### config.mk
export PLATFORM = sky130hd
export DESIGN_NAME = gray_count_gen
export DESIGN_NICKNAME = d
export VERILOG_FILES = /design/src/rtl/gray_count_gen.sv
export SDC_FILE = /design/constraint.sdc
export NUM_CORES = 1
export LEC_CHECK = 0
export CORE_AREA = 2 2 39 41
export CTS_BUF_LIST = sky130_fd_sc_hd__clkbuf_16
export DETAILED_ROUTE_END_ITERATION = 16
export DIE_AREA = 0 0 41 43
export PLACE_DENSITY = 0.85
export SYNTH_ARGS = -nofsm -noshare
export SYNTH_HDL_FRONTEND = slang
export SYNTH_SLANG_ARGS = --single-unit
### constraint.sdc
create_clock -name clk -period 4.3 [get_ports clk]
set_input_delay 1.075 -clock clk [delete_from_list [all_inputs] [get_ports clk]]
set_output_delay 1.075 -clock clk [all_outputs]
set_load 0.01 [all_outputs]
### src/rtl/gray_count_gen.sv
// Gray-code sequence generator: up/down, parallel load, wrap or one-shot, terminal strobe.
// All outputs registered, one-cycle latency from en/load; no flow control (en gates each step).
module gray_count_gen #(
  parameter int N = 3
) (
  input  logic         clk,
  input  logic         rst,
  input  logic         en,
  input  logic         up,
  input  logic         load,
  input  logic [N-1:0] load_bin,
  input  logic         one_shot,
  output logic [N-1:0] g,
  output logic         tc,
  output logic         done,
  output logic         step_err
);

  typedef enum logic {RUN, DONE} state_t;

  localparam logic [N-1:0] ONE = {{(N-1){1'b0}}, 1'b1};

  state_t       state;
  logic [N-1:0] b;
  logic [N-1:0] b_nxt;
  logic [N-1:0] g_q;
  logic [N-1:0] g_diff;
  logic         seeded_q;
  logic         at_terminal;
  logic         multi_bit;

  function automatic logic [N-1:0] to_gray(input logic [N-1:0] x);
    return x ^ (x >> 1);
  endfunction

  always_comb begin
    b_nxt       = up ? (b + ONE) : (b - ONE);
    at_terminal = up ? (b_nxt == {N{1'b1}}) : (b_nxt == {N{1'b0}});
    g_diff      = g ^ g_q;
    multi_bit   = (g_diff != {N{1'b0}}) && ((g_diff & (g_diff - ONE)) != {N{1'b0}});
  end

  always_ff @(posedge clk) begin
    if (rst) begin
      state    <= RUN;
      b        <= '0;
      g        <= '0;
      g_q      <= '0;
      tc       <= 1'b0;
      step_err <= 1'b0;
      seeded_q <= 1'b0;
    end else begin
      g_q      <= g;
      seeded_q <= load;
      tc       <= 1'b0;
      // The cycle right after a load compares against a freshly seeded code, so skip it.
      if (!seeded_q && multi_bit)
        step_err <= 1'b1;
      if (load) begin
        b     <= load_bin;
        g     <= to_gray(load_bin);
        state <= RUN;
      end else if (en && state == RUN) begin
        b <= b_nxt;
        g <= to_gray(b_nxt);
        if (at_terminal) begin
          tc <= 1'b1;
          if (one_shot)
            state <= DONE;
        end
      end
    end
  end

  assign done = (state == DONE);

endmodule

## Word-level counts from Yosys, hierarchy flattened

Index checks and enable logic that the tools add are counted.

- Output and inout port bits: 6
- Input bits: 9
- Bits in registers: 13

- Add/sub/neg operators: 3
- Equality and inequality tests: 1
- Reductions and logical operators: 11
- Bitwise logic cells: 6
- Muxes and demuxes: 7

Operators by type and width:

| cell | number |
|---|---|
| 2-to-1 mux 3 bit | 5 |
| nonzero test 3 bit | 2 |
| subtractor 3 x 1 -> 3 bit (second input constant) | 2 |
| XOR 3 x 2 -> 3 bit | 2 |
| adder 3 x 1 -> 3 bit (second input constant) | 1 |
| AND 3 bit | 1 |
| == test 3 bit (second input constant) | 1 |
| logical AND 1 bit | 3 |
| logical NOT 3 bit | 1 |
| AND reduction 3 bit | 1 |
| OR reduction 3 bit | 1 |
| XOR 3 bit | 1 |
| 2-to-1 mux 1 bit | 2 |
| NOT 1 bit | 2 |
| nonzero test 2 bit | 1 |
| OR reduction 2 bit | 1 |
| logical NOT 1 bit | 1 |

## Depth between registers and ports, before layout

Gate-level depths: netlist of the first run.

- Depth in word-level cells: 6
- Mapped depth: 6
- Mapped depth without buffers: 6

## Worst setup path after synthesis of the first run

No wires, ideal clock.

- Path kind: input -> register
- Start: in up
- End: reg g[2]
- Path slack: 2.071 ns
- Arrival time: 2.138 ns
- Path buffers: 0
- Stages: 4
- Setup time: 0.091 ns
- Path through: fa_1 xnor2_1 or3_1 a311oi_1

- Cells in the longest elaborated chain, start to end: 4

Ends and longest elaborated chain:

| what | RTL line | text |
|---|---|---|
| start: declaration | 9 | `input logic up,` |
| 2-to-1 mux 3 bit | 37 | `b_nxt = up ? (b + ONE) : (b - ONE);` |
| XOR 3 x 2 -> 3 bit | 33 | `return x ^ (x >> 1);` |
| 2-to-1 mux 3 bit | 63 | `end else if (en && state == RUN) begin` |
| 2-to-1 mux 3 bit | 59 | `if (load) begin` |
| end signal: assignment | 61 | `g <= to_gray(load_bin);` |
| end signal: assignment | 65 | `g <= to_gray(b_nxt);` |
| end: declaration | 13 | `output logic [N-1:0] g,` |

Every way passes these cells. The select of a mux whose other input is x is not followed.
A chain may end at the register's enable or synchronous reset.

## Worst setup path in the final report of the first run

Ends and elaborated chain as after synthesis.

==> results of run 1 <==
per-layer routing:
layer | track usage (%) | wire [um]
met5 | 0 | 0
met4 | 6.00 | 0
met3 | 4.71 | 53
met2 | 25.0 | 609
met1 | 18.4 | 477
layout by cell type, fill, tap and decap left out, types with 3 or more instances in the layout:
cell             netlist  layout
xnor2_1                4       4
xor2_1                 7       7
inv_1                  5       5
o21ai_0                3       3
dfxtp_1               12      12
nand2_1                5       5
clkdlybuf4s50_1        0      14
nor2_1                 5       5
nor2b_1                5       5
ha_1                   3       3
clkbuf_16              0       3
registers in the layout, indices dropped and copies added, names as in the netlist:
signal	flops
done	1
seeded_q	1
g	3
step_err	1
g_q	3
b	2
tc	1
synth_stat cells:
library cell	n
or3_1	1
inv_1	5
nor2b_1	5
and2b_1	1
nand2_1	5
o21a_1	1
xor2_1	7
o21ai_0	3
fa_1	1
a21oi_1	2
nor3_1	2
xnor2_1	4
a211oi_1	1
dfxtp_1	12
a311oi_1	2
nand2b_1	1
nand3b_1	1
nor2_1	5
o211ai_1	1
ha_1	3
buf_4	1
clkbuf_1	1
mux2i_1	1
a32oi_1	1
o2bb2ai_1	1
metrics by stage:
step                      utilization [%]  cells  power, mW
after floorplan                         -     68      0.172
after global placement               55.8     96      0.195
after detailed placement             55.8     96      0.199
after CTS                            61.2     99      0.363
after global routing                 61.2     99      0.377
final                                61.2     99      0.358
cell families after synthesis:
family / Yosys count
AOI/OAI and AO/OA: 12
and+or+nand+nor: 21
adders and majority gates: 4
xor gates and xnor gates: 11
DFF: 12
muxes: 1
buffers and inverters: 7
worst max-delay path, cell delays in order:
cell	delay (ns)
clkdlybuf4s50_1	0.53
fa_1	0.47
xnor2_1	0.15
or3_1	0.31
a311oi_1	0.29
power breakdown:
group / switching (mW) / internal, mW / leakage [nW] / total, mW
registers: 0.00756 / 0.121 / 0.0989 / 0.128
logic: 0.0311 / 0.0367 / 0.214 / 0.0678
clock network: 0.0413 / 0.120 / 0.0370 / 0.162
worst paths after layout:
path               to  slack [ns]
max              g[2]        1.61
min          step_err        0.47
max reg2reg      g[2]        2.47
min reg2reg  step_err        0.47
final cells by class:
type / instances / area, sq um
fill: 134 / 537
timing repair buffer: 14 / 140
sequential: 12 / 240
multi-input combinational: 49 / 353
tap: 16 / 20.0
clock buffer: 3 / 75.1
inverter: 5 / 18.8
==> reports/summary.txt, run 1 <==
outcome -> finished, final reports clean
hold crit path type -> reg -> reg
Seq/Total Area, Yosys -> 38.6%
Clock Skews -> 0.00232 ns
worst setup path start -> up
xor and xnor fraction of the mapped netlist area -> 15.5%
largest family of logic cells by synthesized area -> simple AND/OR/NAND/NOR gates
share of cells above drive strength 1 -> 3.61%
detailed placer's ending HPWL -> 888 um
Mean Syn Cell Area -> 9.16 sq um
headroom to the max-slew limit -> 75.8%
CTS tree -> built
initial core utilization -> 45.0%
Synth area leaders -> dfxtp_1 39%, xor2_1 9.8%, ha_1 6.0%
fin nets -> 98
maximum clock path buffer count -> 2
Synth Area in Adders -> 9.24%
Die Ht -> 43 um
R2R cell count -> 5
Hold Startpoint -> step_err
GPL Wtd Cong -> 0.697
Num CTS Buffers -> 3
final setup fails -> 0
Synth Area in Compound Gates -> 13.3%
CP Launch Type -> input pin
Final Hold Vio Count -> 0
CTS clock-pin slew for the worst setup and hold paths -> 0.04 ns
post-synthesis cell count -> 68
Hold-fix buffers, CTS -> 0
Worst Path Arrival -> 2.82 ns
largest net degree at the start of global routing -> 12
GRT overflow -> 0
hold path depth -> 1
worst ir drop on vdd -> 0.248 mV
PostCTS Resize Cnt -> 0
worst slew pin tran -> 0.361 ns
Worst R2R Start -> b[0]
WL per Instance -> 11.5 um
final setup TNS -> 0 ns
DRC errors left -> 0
area of placed instances -> 772 sq um
max-cap violation count -> 0
Area growth, synth to finish -> 35.9%
YS warnings -> 0
P_leak -> 0.350 nW
clock sink count -> 12
Clock Latency Late Sink -> 0.23 ns
clk root buf -> clkbuf_16
post-synth net total -> 81
buffers added on ports -> 14
diode count -> 0
Post-CTS Setup Repair Bufs -> 0
WL final -> 1140 um
first-pass GRT wire length -> 1820 um
drt initial violations -> 4
Simple-Gate Fraction of Synth Area -> 17.1%
CP endpoint kind -> flip-flop
Worst Setup Slack, final -> 1.61 ns
number of distinct library cells after synthesis -> 25
fin crit share -> 62.5%
via count -> 488
num rows -> 14
PwrDens -> 423 nW/um^2
Max H-tree Level -> 1
DIE AREA -> 1760 sq um
crit path max fanout -> 5
Antenna Nets Post-Route -> 0
IO Pins -> 15
Non-Filler Cell Area, Final -> 847 sq um
area leader, netlist -> dfxtp_1
post-synth design cell area -> 623 sq um
die width -> 41 um
fin crit period -> 2.69 ns
Final Max Slew Viols -> 0
Setup WS pre-CTS -> 1.42 ns
#FFs+latches synth -> 12
RSZ-0062 raised after global routing -> no
vias per inst -> 4.93
worst endpoint required time -> 4.43 ns
core area -> 1380 sq um
mux cell area share after synthesis -> 1.61%
post-synth top area share -> 38.6%
antenna violations before repair -> 0
WHS -> 0.471 ns
drt pass-1 iters -> 4
vias in the first global route -> 431
CP Class -> in -> reg
Max Fclk -> 372 MHz
overall routing resource usage -> 15.6%
(Power assumes the default switching activity.)
==> run 2: changes to the inputs <==
==> config.mk (replaced) <==
export PLATFORM = sky130hd
export DESIGN_NAME = gray_count_gen
export DESIGN_NICKNAME = d
export VERILOG_FILES = /design/src/rtl/gray_count_gen.sv
export SDC_FILE = /design/constraint.sdc
export NUM_CORES = 1
export LEC_CHECK = 0
export CORE_MARGIN = 2
export CORE_UTILIZATION = 42
export CTS_BUF_LIST = sky130_fd_sc_hd__clkbuf_16
export DETAILED_ROUTE_END_ITERATION = 16
export PLACE_DENSITY = 0.81
export SYNTH_ARGS = -nofsm -noshare
export SYNTH_HDL_FRONTEND = slang
export SYNTH_SLANG_ARGS = --single-unit
==> constraint.sdc (replaced) <==
create_clock -name clk -period 2.4 [get_ports clk]
set_input_delay 0.6 -clock clk [delete_from_list [all_inputs] [get_ports clk]]
set_output_delay 0.6 -clock clk [all_outputs]
set_load 0.01 [all_outputs]
==> reports/summary.txt, run 2 (synthesis gave the netlist of run 1 again) <==
outcome -> finished, final reports clean
Max H-tree Level -> 1
vias per inst -> 4.98
Finished Layout Cells -> 99
worst slew pin tran -> 0.378 ns
DIE AREA -> 1810 sq um
final setup TNS -> 0 ns
RSZ-0062 raised after global routing -> no
buffers added on ports -> 14
drt initial violations -> 8
CP Launch Type -> input pin
placed cell count -> 96
GPL Wtd Cong -> 0.779
via count -> 493
GRT overflow -> 0
maximum clock path buffer count -> 2
largest net degree at the start of global routing -> 12
Hold-fix buffers, CTS -> 0
first-pass GRT wire length -> 1990 um
Non-Filler Cell Area, Final -> 853 sq um
DRC errors left -> 0
headroom to the max-slew limit -> 74.7%
antenna violations before repair -> 0
Storage cell area -> 240 sq um
Clock Skews -> 0.00133 ns
PostCTS Resize Cnt -> 0
CP endpoint kind -> flip-flop
Post-CTS Setup Repair Bufs -> 0
IO Pins -> 15
Num CTS Buffers -> 3
initial core utilization -> 46.2%
vias in the first global route -> 470
most frequent cells in the layout -> 14 x clkdlybuf4s50_1, 12 x dfxtp_1, 7 x xor2_1
PwrDens -> 755 nW/um^2
clk root buf -> clkbuf_16
fin crit share -> 86.0%
Max Fclk -> 484 MHz
Area growth, synth to finish -> 36.9%
area of placed instances -> 778 sq um
overall routing resource usage -> 14.6%
fin nets -> 99
CTS clock-pin slew for the worst setup and hold paths -> 0.04 ns
Filler cells -> 133
CTS tree -> built
area of the multi-input gates -> 353 sq um
worst endpoint required time -> 2.54 ns
crit path max fanout -> 3
share of cells above drive strength 1 -> 4.76%
CP Class -> in -> reg
clock sink count -> 12
top flop regs -> g: 3 flops, g_q: 3 flops, b: 2 flops
Final Max Slew Viols -> 0
num rows -> 13
drt pass-1 iters -> 4
Worst Path Arrival -> 2.21 ns
P_leak -> 0.355 nW
core area -> 1350 sq um
Antenna Nets Post-Route -> 0
final setup fails -> 0
commonest non-fill, non-tap cell in the layout -> clkdlybuf4s50_1
Clock Latency Late Sink -> 0.23 ns
hold crit path type -> reg -> reg
Die Ht -> 42.5 um
die width -> 42.5 um
diode count -> 0
WL final -> 1140 um
WL per Instance -> 11.6 um
fin crit period -> 2.06 ns
Final Hold Vio Count -> 0
detailed placer's ending HPWL -> 893 um
max-cap violation count -> 0
worst ir drop on vdd -> 0.443 mV
run 2: cell count changes in the layout (fill, tap and decap cells not counted), sizes merged:
cell  change
buf       +1
run 2: area by class of cell:
class,count,share of cell area (%)
flip-flops and latches,12,28.2
repair buffers,15,17.3
well taps,15,2.20
inverters,5,2.20
clock buffers,3,8.80
multi-input cells,49,41.3
run 2: per-stage QoR:
step / total power [mW] / hold WS, ns / setup slack [ns] / utilization [%]
global route: 0.671 / 0.494 / 0.317 / 63.2
finish: 0.644 / 0.467 / 0.335 / 63.2
floorplan: 0.308 / 0.477 / 0.646 / -
detailed placement: 0.355 / 0.470 / 0.112 / 57.6
global placement: 0.351 / 0.444 / 0.149 / 57.6
CTS: 0.645 / 0.479 / 0.341 / 63.2
run 2: where the power goes:
group	switching [mW]	total (mW)	internal (mW)
Combinational	0.0554	0.122	0.0668
Sequential	0.0130	0.229	0.216
Clock	0.0766	0.293	0.216
Total	0.145	0.644	0.499
run 2: worst paths after layout:
path | cells after the start | slack, ns | to | from
worst max-delay path | 5 | 0.34 | g[2] | up
worst min-delay path | 1 | 0.47 | step_err | step_err
worst max register to register | 5 | 0.60 | g[2] | b[0]
worst min register to register | 1 | 0.47 | step_err | step_err
run 2: worst max-delay path: stages:
cell and delay (ns):
clkdlybuf4s50_1 0.46, fa_1 0.45, xnor2_1 0.15, or3_1 0.30, a311oi_1 0.25
run 2: metal layers:
layer	global-route usage, %	wire, um	vias up
li1	-	-	260
met1	16.7	501	220
met2	25.2	588	13
met3	4.31	54	0
met4	5.63	0	0
met5	0	0	-
==> run 3: changes to the inputs <==
--- a/config.mk
+++ b/config.mk
@@ -5,10 +5,10 @@
 export SDC_FILE = /design/constraint.sdc
 export NUM_CORES = 1
 export LEC_CHECK = 0
-export CORE_MARGIN = 2
 export CORE_UTILIZATION = 42
 export CTS_BUF_LIST = sky130_fd_sc_hd__clkbuf_16
 export DETAILED_ROUTE_END_ITERATION = 16
+export GPL_TIMING_DRIVEN = 0
 export PLACE_DENSITY = 0.81
 export SYNTH_ARGS = -nofsm -noshare
 export SYNTH_HDL_FRONTEND = slang
==> reports/summary.txt, run 3 (synthesis gave the netlist of run 1 again) <==
outcome -> finished, final reports clean
Die Ht -> 40.5 um
Final Max Slew Viols -> 0
CP endpoint kind -> flip-flop
CTS tree -> built
area of placed instances -> 782 sq um
Max H-tree Level -> 1
WL final -> 1130 um
Non-Filler Cell Area, Final -> 857 sq um
share of cells above drive strength 1 -> 4.71%
diode count -> 0
antenna violations before repair -> 0
RSZ-0062 raised after global routing -> no
Post-CTS Setup Repair Bufs -> 0
Clock Latency Late Sink -> 0.24 ns
vias in the first global route -> 457
Clock Skews -> 0.00154 ns
register share of total power -> 35.3%
fin nets -> 100
Int Power -> 501 uW
final setup fails -> 0
CP Launch Type -> input pin
Max Fclk -> 458 MHz
clk root buf -> clkbuf_16
drt pass-1 iters -> 4
commonest non-fill, non-tap cell in the layout -> clkdlybuf4s50_1
GRT overflow -> 0
Core Util, Final -> 64.3%
drt initial violations -> 5
worst endpoint required time -> 2.55 ns
most frequent cells in the layout -> 14 x clkdlybuf4s50_1, 12 x dfxtp_1, 7 x xor2_1
core area -> 1330 sq um
hold crit path type -> reg -> reg
PwrDens -> 760 nW/um^2
CP Class -> in -> reg
worst slew pin tran -> 0.401 ns
final setup TNS -> 0 ns
WL per Instance -> 11.3 um
overall routing resource usage -> 18.0%
largest net degree at the start of global routing -> 11
maximum clock path buffer count -> 2
combinational power share -> 18.9%
headroom to the max-slew limit -> 73.2%
Hold-fix buffers, CTS -> 0
top flop regs -> g: 3 flops, g_q: 3 flops, b: 2 flops
Finished Layout Cells -> 100
worst ir drop on vdd -> 0.390 mV
Final Power -> 652 uW
Clock power frac -> 45.8%
vias per inst -> 5.14
max-cap violation count -> 0
fin crit share -> 90.9%
PostCTS Resize Cnt -> 0
Switch Pwr -> 151 uW
first-pass GRT wire length -> 1890 um
fin crit period -> 2.18 ns
DIE AREA -> 1640 sq um
clock sink count -> 12
Antenna Nets Post-Route -> 0
DRC errors left -> 0
P_leak -> 0.356 nW
num rows -> 13
buffers added on ports -> 14
Sw Share -> 23.2%
detailed placer's ending HPWL -> 888 um
Final Hold Vio Count -> 0
Worst Path Arrival -> 2.33 ns
Num CTS Buffers -> 3
die width -> 40.5 um
initial core utilization -> 46.7%
CTS clock-pin slew for the worst setup and hold paths -> 0.04 ns
placed cell count -> 97
GPL Wtd Cong -> 0.714
Area growth, synth to finish -> 37.6%
crit path max fanout -> 5
IO Pins -> 15
via count -> 514
==> run 3: cell count changes in the layout (fill, tap and decap cells not counted), sizes merged <==
cell	previous run	this run
clkbuf	3	4
==> run 3: path summary, 6_finish.rpt <==
path	to	slack (ns)	depth (start not counted)	startpoint
setup reg to reg	g[2]	0.61	5	b[0]
hold reg to reg	step_err	0.47	1	step_err
setup / recovery	g[2]	0.22	5	up
hold / removal	step_err	0.47	1	step_err
==> run 3: power groups by stage <==
stage | clock network (mW) | logic (mW) | registers (mW)
floorplan | 0 | 0.0744 | 0.234
global placement | 0 | 0.120 | 0.232
detailed placement | 0 | 0.123 | 0.234
CTS | 0.303 | 0.124 | 0.230
global route | 0.313 | 0.138 | 0.232
finish | 0.298 | 0.123 | 0.230
==> run 3: area by class of cell <==
| type | instances | area [sq um] |
|---|---|---|
| Fill cell | 122 | 477 |
| Buffer | 2 | 11.3 |
| Sequential cell | 12 | 240 |
| Multi-Input combinational cell | 49 | 353 |
| Inverter | 5 | 18.8 |
| Clock buffer | 3 | 75.1 |
| Timing Repair Buffer | 14 | 140 |
| Tap cell | 15 | 18.8 |
==> run 3: per-stage QoR <==
step / worst slack, ns / hold WS [ns]
finish: 0.218 / 0.467
global route: 0.179 / 0.486
CTS: 0.209 / 0.472
detailed placement: -0.0324 / 0.462
global placement: 0.0252 / 0.443
floorplan: 0.646 / 0.477
==> run 3: metal layers <==
layer  share of wire (%)  GRT usage [%]  wire [um]
met1                  44           18.9        496
met2                  48           31.3        547
met3                 5.6           5.56         63
met4                 2.1           10.0         24
met5                   0              0          0
==> run 3: worst max-delay path: stages <==
cell	delay, ns
clkdlybuf4s50_1	0.53
fa_1	0.47
xnor2_1	0.16
or3_1	0.31
a311oi_1	0.25
